## config.mk

```make
export PLATFORM = sky130hd
export DESIGN_NAME = arith_result_fifo
export DESIGN_NICKNAME = d
export VERILOG_FILES = /design/src/rtl/arith_chain_pkg.sv /design/src/rtl/arith_fifo_mem.sv /design/src/rtl/arith_result_fifo.sv
export SDC_FILE = /design/constraint.sdc
export NUM_CORES = 1
export LEC_CHECK = 0
export ABC_AREA = 1
export BUFFER_PORTS_ARGS = -buffer_cell sky130_fd_sc_hd__buf_2
export CORE_MARGIN = 4
export CORE_UTILIZATION = 49
export CTS_BUF_LIST = sky130_fd_sc_hd__clkbuf_8 sky130_fd_sc_hd__clkbuf_16
export DETAILED_ROUTE_END_ITERATION = 16
export GPL_TIMING_DRIVEN = 0
export PLACE_DENSITY = 0.77
export SYNTH_ARGS = -nofsm -noshare
export SYNTH_HDL_FRONTEND = slang
export SYNTH_SLANG_ARGS = --single-unit
```

## constraint.sdc

```tcl
create_clock -name clk -period 1.7 [get_ports clk]
set_input_delay 0.255 -clock clk [delete_from_list [all_inputs] [get_ports clk]]
set_output_delay 0.255 -clock clk [all_outputs]
set_load 0.05 [all_outputs]
```

## src/rtl/arith_chain_pkg.sv

```systemverilog
// Shared constants and helpers for the arith chain and its result FIFO.
package arith_chain_pkg;

  localparam int unsigned DATA_WIDTH_OUT       = 10;
  localparam int unsigned ARITH_FIFO_DEPTH_DEF = 4;

  // Pointer width for a power-of-two depth of at least 2.
  function automatic int unsigned ptr_width(input int unsigned depth);
    return (depth < 2) ? 1 : $clog2(depth);
  endfunction

endpackage

```

## src/rtl/arith_fifo_mem.sv

```systemverilog
// Result FIFO storage: one synchronous write port, one asynchronous read port.
module arith_fifo_mem
  import arith_chain_pkg::*;
#(
  parameter int unsigned DATA_WIDTH = DATA_WIDTH_OUT,
  parameter int unsigned DEPTH      = ARITH_FIFO_DEPTH_DEF,
  localparam int unsigned AW        = ptr_width(DEPTH)
) (
  input  logic                  clk,
  input  logic                  we,
  input  logic [AW-1:0]         waddr,
  input  logic [DATA_WIDTH-1:0] wdata,
  input  logic [AW-1:0]         raddr,
  output logic [DATA_WIDTH-1:0] rdata
);

  logic [DATA_WIDTH-1:0] mem [DEPTH];

  always_ff @(posedge clk) begin
    if (we) mem[waddr] <= wdata;
  end

  assign rdata = mem[raddr];

endmodule

```

## src/rtl/arith_result_fifo.sv

```systemverilog
// First-word-fall-through FIFO buffering arith chain results; drops on full.
// Define ARITH_FIFO_DROP_CNT_EN to build in the saturating 8-bit drop counter.
module arith_result_fifo
  import arith_chain_pkg::*;
#(
  parameter int unsigned DATA_WIDTH = DATA_WIDTH_OUT,
  parameter int unsigned DEPTH      = ARITH_FIFO_DEPTH_DEF,
  localparam int unsigned AW        = ptr_width(DEPTH),
  localparam int unsigned CW        = AW + 1
) (
  input  logic                  clk,
  input  logic                  reset,
  input  logic [DATA_WIDTH-1:0] data_in,
  input  logic                  valid_in,
  output logic [DATA_WIDTH-1:0] data_out,
  output logic                  valid_out,
  input  logic                  ready_in,
  output logic [CW-1:0]         count,
  output logic                  full,
  output logic                  empty,
  output logic                  overflow,
  output logic [7:0]            drop_count
);

  logic [AW-1:0] wr_ptr;
  logic [AW-1:0] rd_ptr;
  logic          push;
  logic          pop;
  logic          drop;

  assign empty     = (count == '0);
  assign full      = (count == CW'(DEPTH));
  assign valid_out = !empty;
  assign pop       = valid_out && ready_in;
  // A pop in the same cycle frees the slot, so a full FIFO still accepts.
  assign push      = valid_in && (!full || pop);
  assign drop      = valid_in && full && !ready_in;

  arith_fifo_mem #(
    .DATA_WIDTH (DATA_WIDTH),
    .DEPTH      (DEPTH)
  ) u_mem (
    .clk   (clk),
    .we    (push),
    .waddr (wr_ptr),
    .wdata (data_in),
    .raddr (rd_ptr),
    .rdata (data_out)
  );

  always_ff @(posedge clk or posedge reset) begin
    if (reset) begin
      wr_ptr   <= '0;
      rd_ptr   <= '0;
      count    <= '0;
      overflow <= 1'b0;
    end else begin
      if (push) wr_ptr <= wr_ptr + AW'(1);
      if (pop)  rd_ptr <= rd_ptr + AW'(1);
      if (push && !pop)      count <= count + CW'(1);
      else if (pop && !push) count <= count - CW'(1);
      if (drop) overflow <= 1'b1;
    end
  end

`ifdef ARITH_FIFO_DROP_CNT_EN
  logic [7:0] drop_cnt;

  always_ff @(posedge clk or posedge reset) begin
    if (reset) begin
      drop_cnt <= '0;
    end else if (drop && (drop_cnt != '1)) begin
      drop_cnt <= drop_cnt + 8'd1;
    end
  end

  assign drop_count = drop_cnt;
`else
  assign drop_count = '0;
`endif

endmodule

```

==> results of run 1 <==
==> how the worst max path moves through the flow <==
| stage | start | to | slack [ps] | cells after the start |
|---|---|---|---|---|
| detailed placement | count[0] | u_mem.mem[1][8] | -290 | 4 |
| finish | count[0] | count[1] | 5 | 9 |
| CTS | count[1] | count[1] | -40 | 9 |
| floorplan | count[0] | count[1] | -230 | 9 |
| global route | count[0] | count[1] | -70 | 9 |
| global placement | count[0] | u_mem.mem[0][7] | -280 | 4 |
==> synth_stat cells <==
library cell  number
buf_2              2
buf_4              9
buf_6              3
conb_1             1
dfrtp_1            8
edfxtp_1          40
fa_1               1
ha_1               5
inv_1             16
inv_2              1
nand2_1           20
nand2_2            1
nand3_1            6
nand4_1            1
nor2_1            34
nor2_2             1
nor3_1             1
o21ai_0            1
o21ai_1           29
o21bai_1           1
xnor2_1            1
==> timing repair <==
item                                    CTS  global route
hold buffers                              1             0
pin swaps                                 8            10
buffers inserted                          5             4
endpoints found under the hold margin     8             0
endpoints found under the setup margin   52            12
gates resized for setup                  40            23
cloned                                    0             1
==> logic make-up after synthesis <==
group / after synthesis / synth area share
fa+ha+maj: 6 / 0.03959
xor+xnor: 1 / 0.004200
compound gates: 31 / 0.07558
other cells: 1 / 0.001798
buf+inv: 31 / 0.08398
simple gates: 64 / 0.1230
flops: 48 / 0.6719
==> where the power goes <==
group / internal, mW / switching, mW / leakage [nW]
clock: 0.443 / 0.383 / 0.0548
combinational: 1.13 / 2.04 / 0.639
sequential: 1.56 / 0.153 / 0.457
==> registers in the layout, indices dropped and copies added, names as in the netlist <==
signal     cells
u_mem.mem     40
count          3
rd_ptr         2
wr_ptr         2
overflow       1
==> metal layers <==
metal  vias to the layer above  part of all wire  global-route usage  wire length [um]
met5                         -                 0                   0                 0
li1                        703                 -                   -                 -
met2                        50              0.53              0.2612              2110
met3                         7             0.075             0.03168               299
met1                       628              0.38              0.1849              1525
met4                         0             0.018             0.09631                72
==> area by class of cell <==
type                       count  area (sq um)  share of cell area
multi-input combinational    110         655.6              0.2371
inverter                      17         71.32             0.02579
sequential                    48          1406              0.5086
clock inverter                 3         46.29             0.01674
clock buffer                   5         68.82             0.02489
tap                           50         62.56             0.02262
timing repair buffer          41         315.3              0.1140
buffer                        14         138.9             0.05023
==> metrics by stage <==
step                      hold slack (ps)  worst slack, ps
after floorplan                     70.46           -232.4
after global placement              218.5           -284.2
after detailed placement            221.6           -289.2
after CTS                           160.7           -41.93
after global routing                154.5           -73.60
final                               163.0            5.385
==> metrics.csv, run 1 <==
stage;metric;value;unit
run_status;outcome;complete, no violations;
global_routing;antenna_found_initial;0;
clock_network;clkTransAtPathRegs;90;ps
finish;final_util;0.6815;
global_routing;grtUsageTotal;0.1568;
die;die_h;73.24;um
worst_setup_path;critPathTopFamily;adder cells;
global_routing;grt_first_pass_wirelength;6.078;mm
synth;synth.top_cell.area_share;0.5759;
timing;rsz0062_at_grt;yes;
timing;finalHoldViolCount;0;
timing;period_share;0.9968;
synth;synth-seq-area-share;0.6719;
die;initial_core_util;0.5140;
clock_network;cts_inserted_buffers;5;
timing;fmax;590.1;MHz
power;power.density;2066;mW/mm^2
worst_setup_path;required;1900;ps
global_routing;overflow;0;
drt;routedWlPerCell;13.91;um
synth;synth_seq_cells;48;
die;num_io_pins;39;
finish;layout_common_cells;40 x edfxtp_1, 27 x nor2_1, 20 x buf_2, 18 x nand2_1, 18 x buf_4;
synth;ys_top_cells_by_area;edfxtp_1 58%, dfrtp_1 9.6%, o21ai_1 7.0%, nor2_1 6.1%, nand2_1 3.6%;
finish;antenna_cells;0;
drt;ant_nets;0;
worst_setup_path;crit_arrival;1900;ps
die;die_area;0.005364;sq mm
finish;drive_above_1_share;0.4118;
worst_setup_path;crit_buf_inv;2;
finish;fillCellCount;297;
placement;io_buffers;30;
global_routing;grt_max_degree;17;
worst_setup_path;max_stage_delay;430;ps
finish;syn2layout_area_growth;32.57;%
timing;setup_viol;0;
die;core.rowCount;23;
drt;drtIter0Drc;86;
timing;fin_crit;1695;ps
job;maxCapViolCount;0;
drt;vias;1388;
worst_setup_path;timing.rr.end;count[1];
placement;placed_cell_area;0.002346;sq mm
worst_setup_path;crit_chain;nor2_4 -> nand3_4 -> nand2_4 -> inv_4 -> ha_4 -> inv_4 -> fa_2 -> nand2_1 -> nand2_1;
timing;setup_tns;0;ps
finish;layoutNonFillerInstCount;288;
drt;wl;4.007;mm
hold_path;hold_path_class;input pin to register;
power;power.leakage;1.151;nW
placement;hpwl;2.433;mm
power;finalPower;5.714;mW
global_routing;grt_pass1_vias;1275;
worst_setup_path;start_kind;register;
worst_setup_path;r2r_slack;5;ps
synth;yosys_warnings;0;
drt;vias_per_cell;4.819;
synth;synth_cell_types;21;
placement;place_inst;269;
clock_network;cts_tree;done;
worst_setup_path;path_class;register to register;
drt;drc;0;
synth;synth_area_leader_cell;edfxtp_1;
synth;syn_avg_cell_area;11.46;sq um
clock_network;root_buffer;clkbuf_8;
power;ir_drop;1.157;mV
synth;synthCells;182;
finish;fin_nets;257;
worst_setup_path;path_max_fanout;4;
hold_path;hp-start;data_in[8];
worst_setup_path;reg2reg_depth;9;
placement;place_congestion;0.7592;
clock_network;cts_buffer_depth;2;
hold_path;whs_path_depth;1;
timing;maxSlewViolCount;0;
timing;relSlewSlack;0.5784;
die;core_area;0.004058;sq mm
finish;final_common_cell;edfxtp_1;
worst_setup_path;r2r-start;count[0];
clock_network;htreeDepth;2;
drt;drtPass1Iterations;4;
finish;design_area;0.002765;sq mm
clock_network;cts_sinks;48;
timing;tightest_slew;631.7;ps
clock_network;insertion_delay;300;ps
die;die_width;73.24;um
worst_setup_path;critPathSlowestCell;dfrtp_2;
synth;synth_area;0.002086;sq mm
hold_path;hold_end;u_mem.mem[0][8];
worst_setup_path;end_kind;register;
timing;finalClockSkew;3.438;ps
Power figures use the tool's default switching activity.
==> run 2: changes to the inputs <==
- CORE_UTILIZATION: 49 -> 45
- PLACE_DENSITY: 0.77 -> 0.71
==> run 2 against run 1 <==
Net effect:
- the run now ends with negative setup slack left
- non-clock buffer count up 9
- register-to-register slack got worse by 20 ps
- via count rose by 3.0%
- critical path type is now register to primary output
- global-route usage down 1.6 points
- critical endpoint is now data_out[7]
==> metrics.csv, run 2 (synthesis gave the netlist of run 1 again) <==
stage;metric;value;unit;change
finish;top_register;u_mem.mem;;unchanged
clock_network;clkTransAtPathRegs;90;ps;about the same
drt;ant_nets;0;;unchanged
timing;setup_tns;-113.3;ps;was 0 ps
drt;drtIter0Drc;94;;was 86
timing;finalWorstSetupSlack;-32.02;ps;was 5.385 ps
worst_setup_path;path_class;register to primary output;;was register to register
worst_setup_path;crit_chain;inv_4 -> clkbuf_16 -> o21ai_1 -> o21ai_1 -> buf_6;;was nor2_4 -> nand3_4 -> nand2_4 -> inv_4 -> ha_4 -> inv_4 -> fa_2 -> nand2_1 -> nand2_1
die;die_area;0.005788;sq mm;was 0.005364 sq mm
timing;tightest_slew;598.5;ps;was 631.7 ps
worst_setup_path;crit_top_cell;o21ai_1;;
finish;fin_nets;266;;was 257
worst_setup_path;end_kind;primary output;;was register
hold_path;hold_path_class;input pin to register;;unchanged
worst_setup_path;crit_buf_inv;3;;was 2
timing;finalHoldViolCount;0;;unchanged
finish;largestRegisters;u_mem.mem x40, count x3;;unchanged
timing;holdWs;158.8;ps;was 163.0 ps
power;power.density;2105;mW/mm^2;was 2066 mW/mm^2
timing;relSlewSlack;0.6006;;was 0.5784
global_routing;grtUsageTotal;0.1410;;was 0.1568
finish;antenna_cells;0;;unchanged
clock_network;insertion_delay;300;ps;about the same
finish;drive_above_1_share;0.4453;;was 0.4118
die;initial_core_util;0.4725;;was 0.5140
die;num_io_pins;39;;unchanged
clock_network;root_buffer;clkbuf_8;;unchanged
worst_setup_path;path_max_fanout;6;;was 4
worst_setup_path;max_stage_delay;490;ps;was 430 ps
power;ir_drop;1.137;mV;was 1.157 mV
die;die_h;76.08;um;was 73.24 um
finish;final_common_cell;edfxtp_1;;unchanged
clock_network;cts_inserted_buffers;5;;unchanged
placement;hpwl;2.447;mm;was 2.433 mm
global_routing;overflow;0;;unchanged
worst_setup_path;critPathSlowestCell;dfrtp_2;;unchanged
global_routing;grt_first_pass_wirelength;6.361;mm;was 6.078 mm
clock_network;htreeDepth;2;;unchanged
worst_setup_path;crit_arrival;1480;ps;was 1900 ps
die;core_area;0.004414;sq mm;was 0.004058 sq mm
timing;fmax;577.4;MHz;was 590.1 MHz
timing;fin_crit;1732;ps;was 1695 ps
run_status;violations;negative setup slack;;
clock_network;cts_sinks;48;;unchanged
global_routing;antenna_found_initial;0;;unchanged
finish;layout_common_cells;40 x edfxtp_1, 26 x buf_4, 25 x nor2_1, 20 x o21ai_1, 20 x buf_2;;was 40 x edfxtp_1, 27 x nor2_1, 20 x buf_2, 18 x nand2_1, 18 x buf_4
clock_network;cts_tree;done;;unchanged
timing;period_share;1.019;;was 0.9968
timing;setup_viol;8;;was 0
drt;drc;0;;unchanged
worst_setup_path;required;1440;ps;was 1900 ps
placement;place_congestion;0.7515;;was 0.7592
drt;vias_per_cell;4.779;;was 4.819
run_status;outcome;complete, but fails checks;;was complete, no violations
power;power.leakage;1.215;nW;was 1.151 nW
die;die_width;76.08;um;was 73.24 um
job;maxCapViolCount;0;;unchanged
timing;finalClockSkew;8.836;ps;was 3.438 ps
finish;largest_reg_flops;40;;unchanged
finish;syn2layout_area_growth;38.69;%;was 32.57%
drt;drtPass1Iterations;4;;unchanged
global_routing;grt_pass1_vias;1325;;was 1275
timing;rsz0062_at_grt;yes;;unchanged
finish;fillCellCount;344;;was 297
clock_network;cts_buffer_depth;2;;unchanged
drt;vias;1429;;was 1388
drt;wl;4.236;mm;was 4.007 mm
worst_setup_path;critPathTopFamily;flip-flops;;was adder cells
worst_setup_path;start_kind;register;;unchanged
timing;maxSlewViolCount;0;;unchanged
drt;routedWlPerCell;14.17;um;was 13.91 um
placement;io_buffers;30;;unchanged
global_routing;grt_max_degree;17;;unchanged
die;core.rowCount;24;;was 23
## run 2: cell count changes in the layout (fill, tap and decap cells not counted), sizes merged
| cell | previous run | this run |
|---|---|---|
| bufinv | 1 | 2 |
| clkbuf | 6 | 7 |
| clkinvlp | 1 | 0 |
| buf | 53 | 61 |
## run 2: area by class of cell
| type | instances | area [sq um] | share of cell area |
|---|---|---|---|
| timing repair buffer | 50 | 400.4 | 0.1384 |
| sequential | 48 | 1406 | 0.4862 |
| inverter | 17 | 68.82 | 0.02379 |
| tap | 52 | 65.06 | 0.02249 |
| buffer | 14 | 140.1 | 0.04844 |
| clock inverter | 3 | 68.82 | 0.02379 |
| multi-input combinational | 110 | 674.4 | 0.2331 |
| clock buffer | 5 | 68.82 | 0.02379 |
## run 2: power by group
part	internal (mW)	switching, mW	total [mW]	leakage [nW]
registers	1.56	0.160	1.72	0.457
logic	1.28	2.11	3.39	0.689
clock network	0.592	0.382	0.974	0.0687
## run 2: layer usage
metal  global-route usage  routed length (um)  up-vias  share of wire
met3              0.04610                 213       10          0.050
li1                     -                   -      723              -
met2               0.2260                2208       35           0.52
met5                    0                   0        -              0
met1               0.1730                1714      661           0.40
met4              0.06294                  99        0          0.023
## run 2: repair_timing
action,in CTS,in global routing
gates cloned,0,2
setup endpoints to repair,52,21
gates resized for setup,37,31
pin swaps,8,11
buffers inserted,7,10
hold endpoints to repair,8,0
hold buffers,1,0
## run 2: final timing paths
| path | start | end | slack, ps | depth (start not counted) |
|---|---|---|---|---|
| worst min register to register | overflow | overflow | 490 | 1 |
| min in group asynchronous | reset | count[2] | 440 | 3 |
| worst max-delay path | rd_ptr[0] | data_out[7] | -30 | 5 |
| worst min-delay path | data_in[8] | u_mem.mem[3][8] | 160 | 1 |
| max in group asynchronous | reset | count[1] | 1000 | 3 |
| worst max register to register | count[0] | count[2] | -10 | 10 |
## run 2: metrics by stage
step                      cell area, sq um  utilization  setup WS (ps)  total power [mW]  instances
after floorplan                       2133            -         -232.4             3.648        189
after global placement                2349       0.5320         -290.6             4.186        271
after detailed placement              2349       0.5320         -317.5             4.206        271
after CTS                             2666       0.6040         -36.49             5.559        287
after global routing                  2893       0.6553         -112.9             6.424        299
final                                 2893       0.6553         -32.02             6.088        299
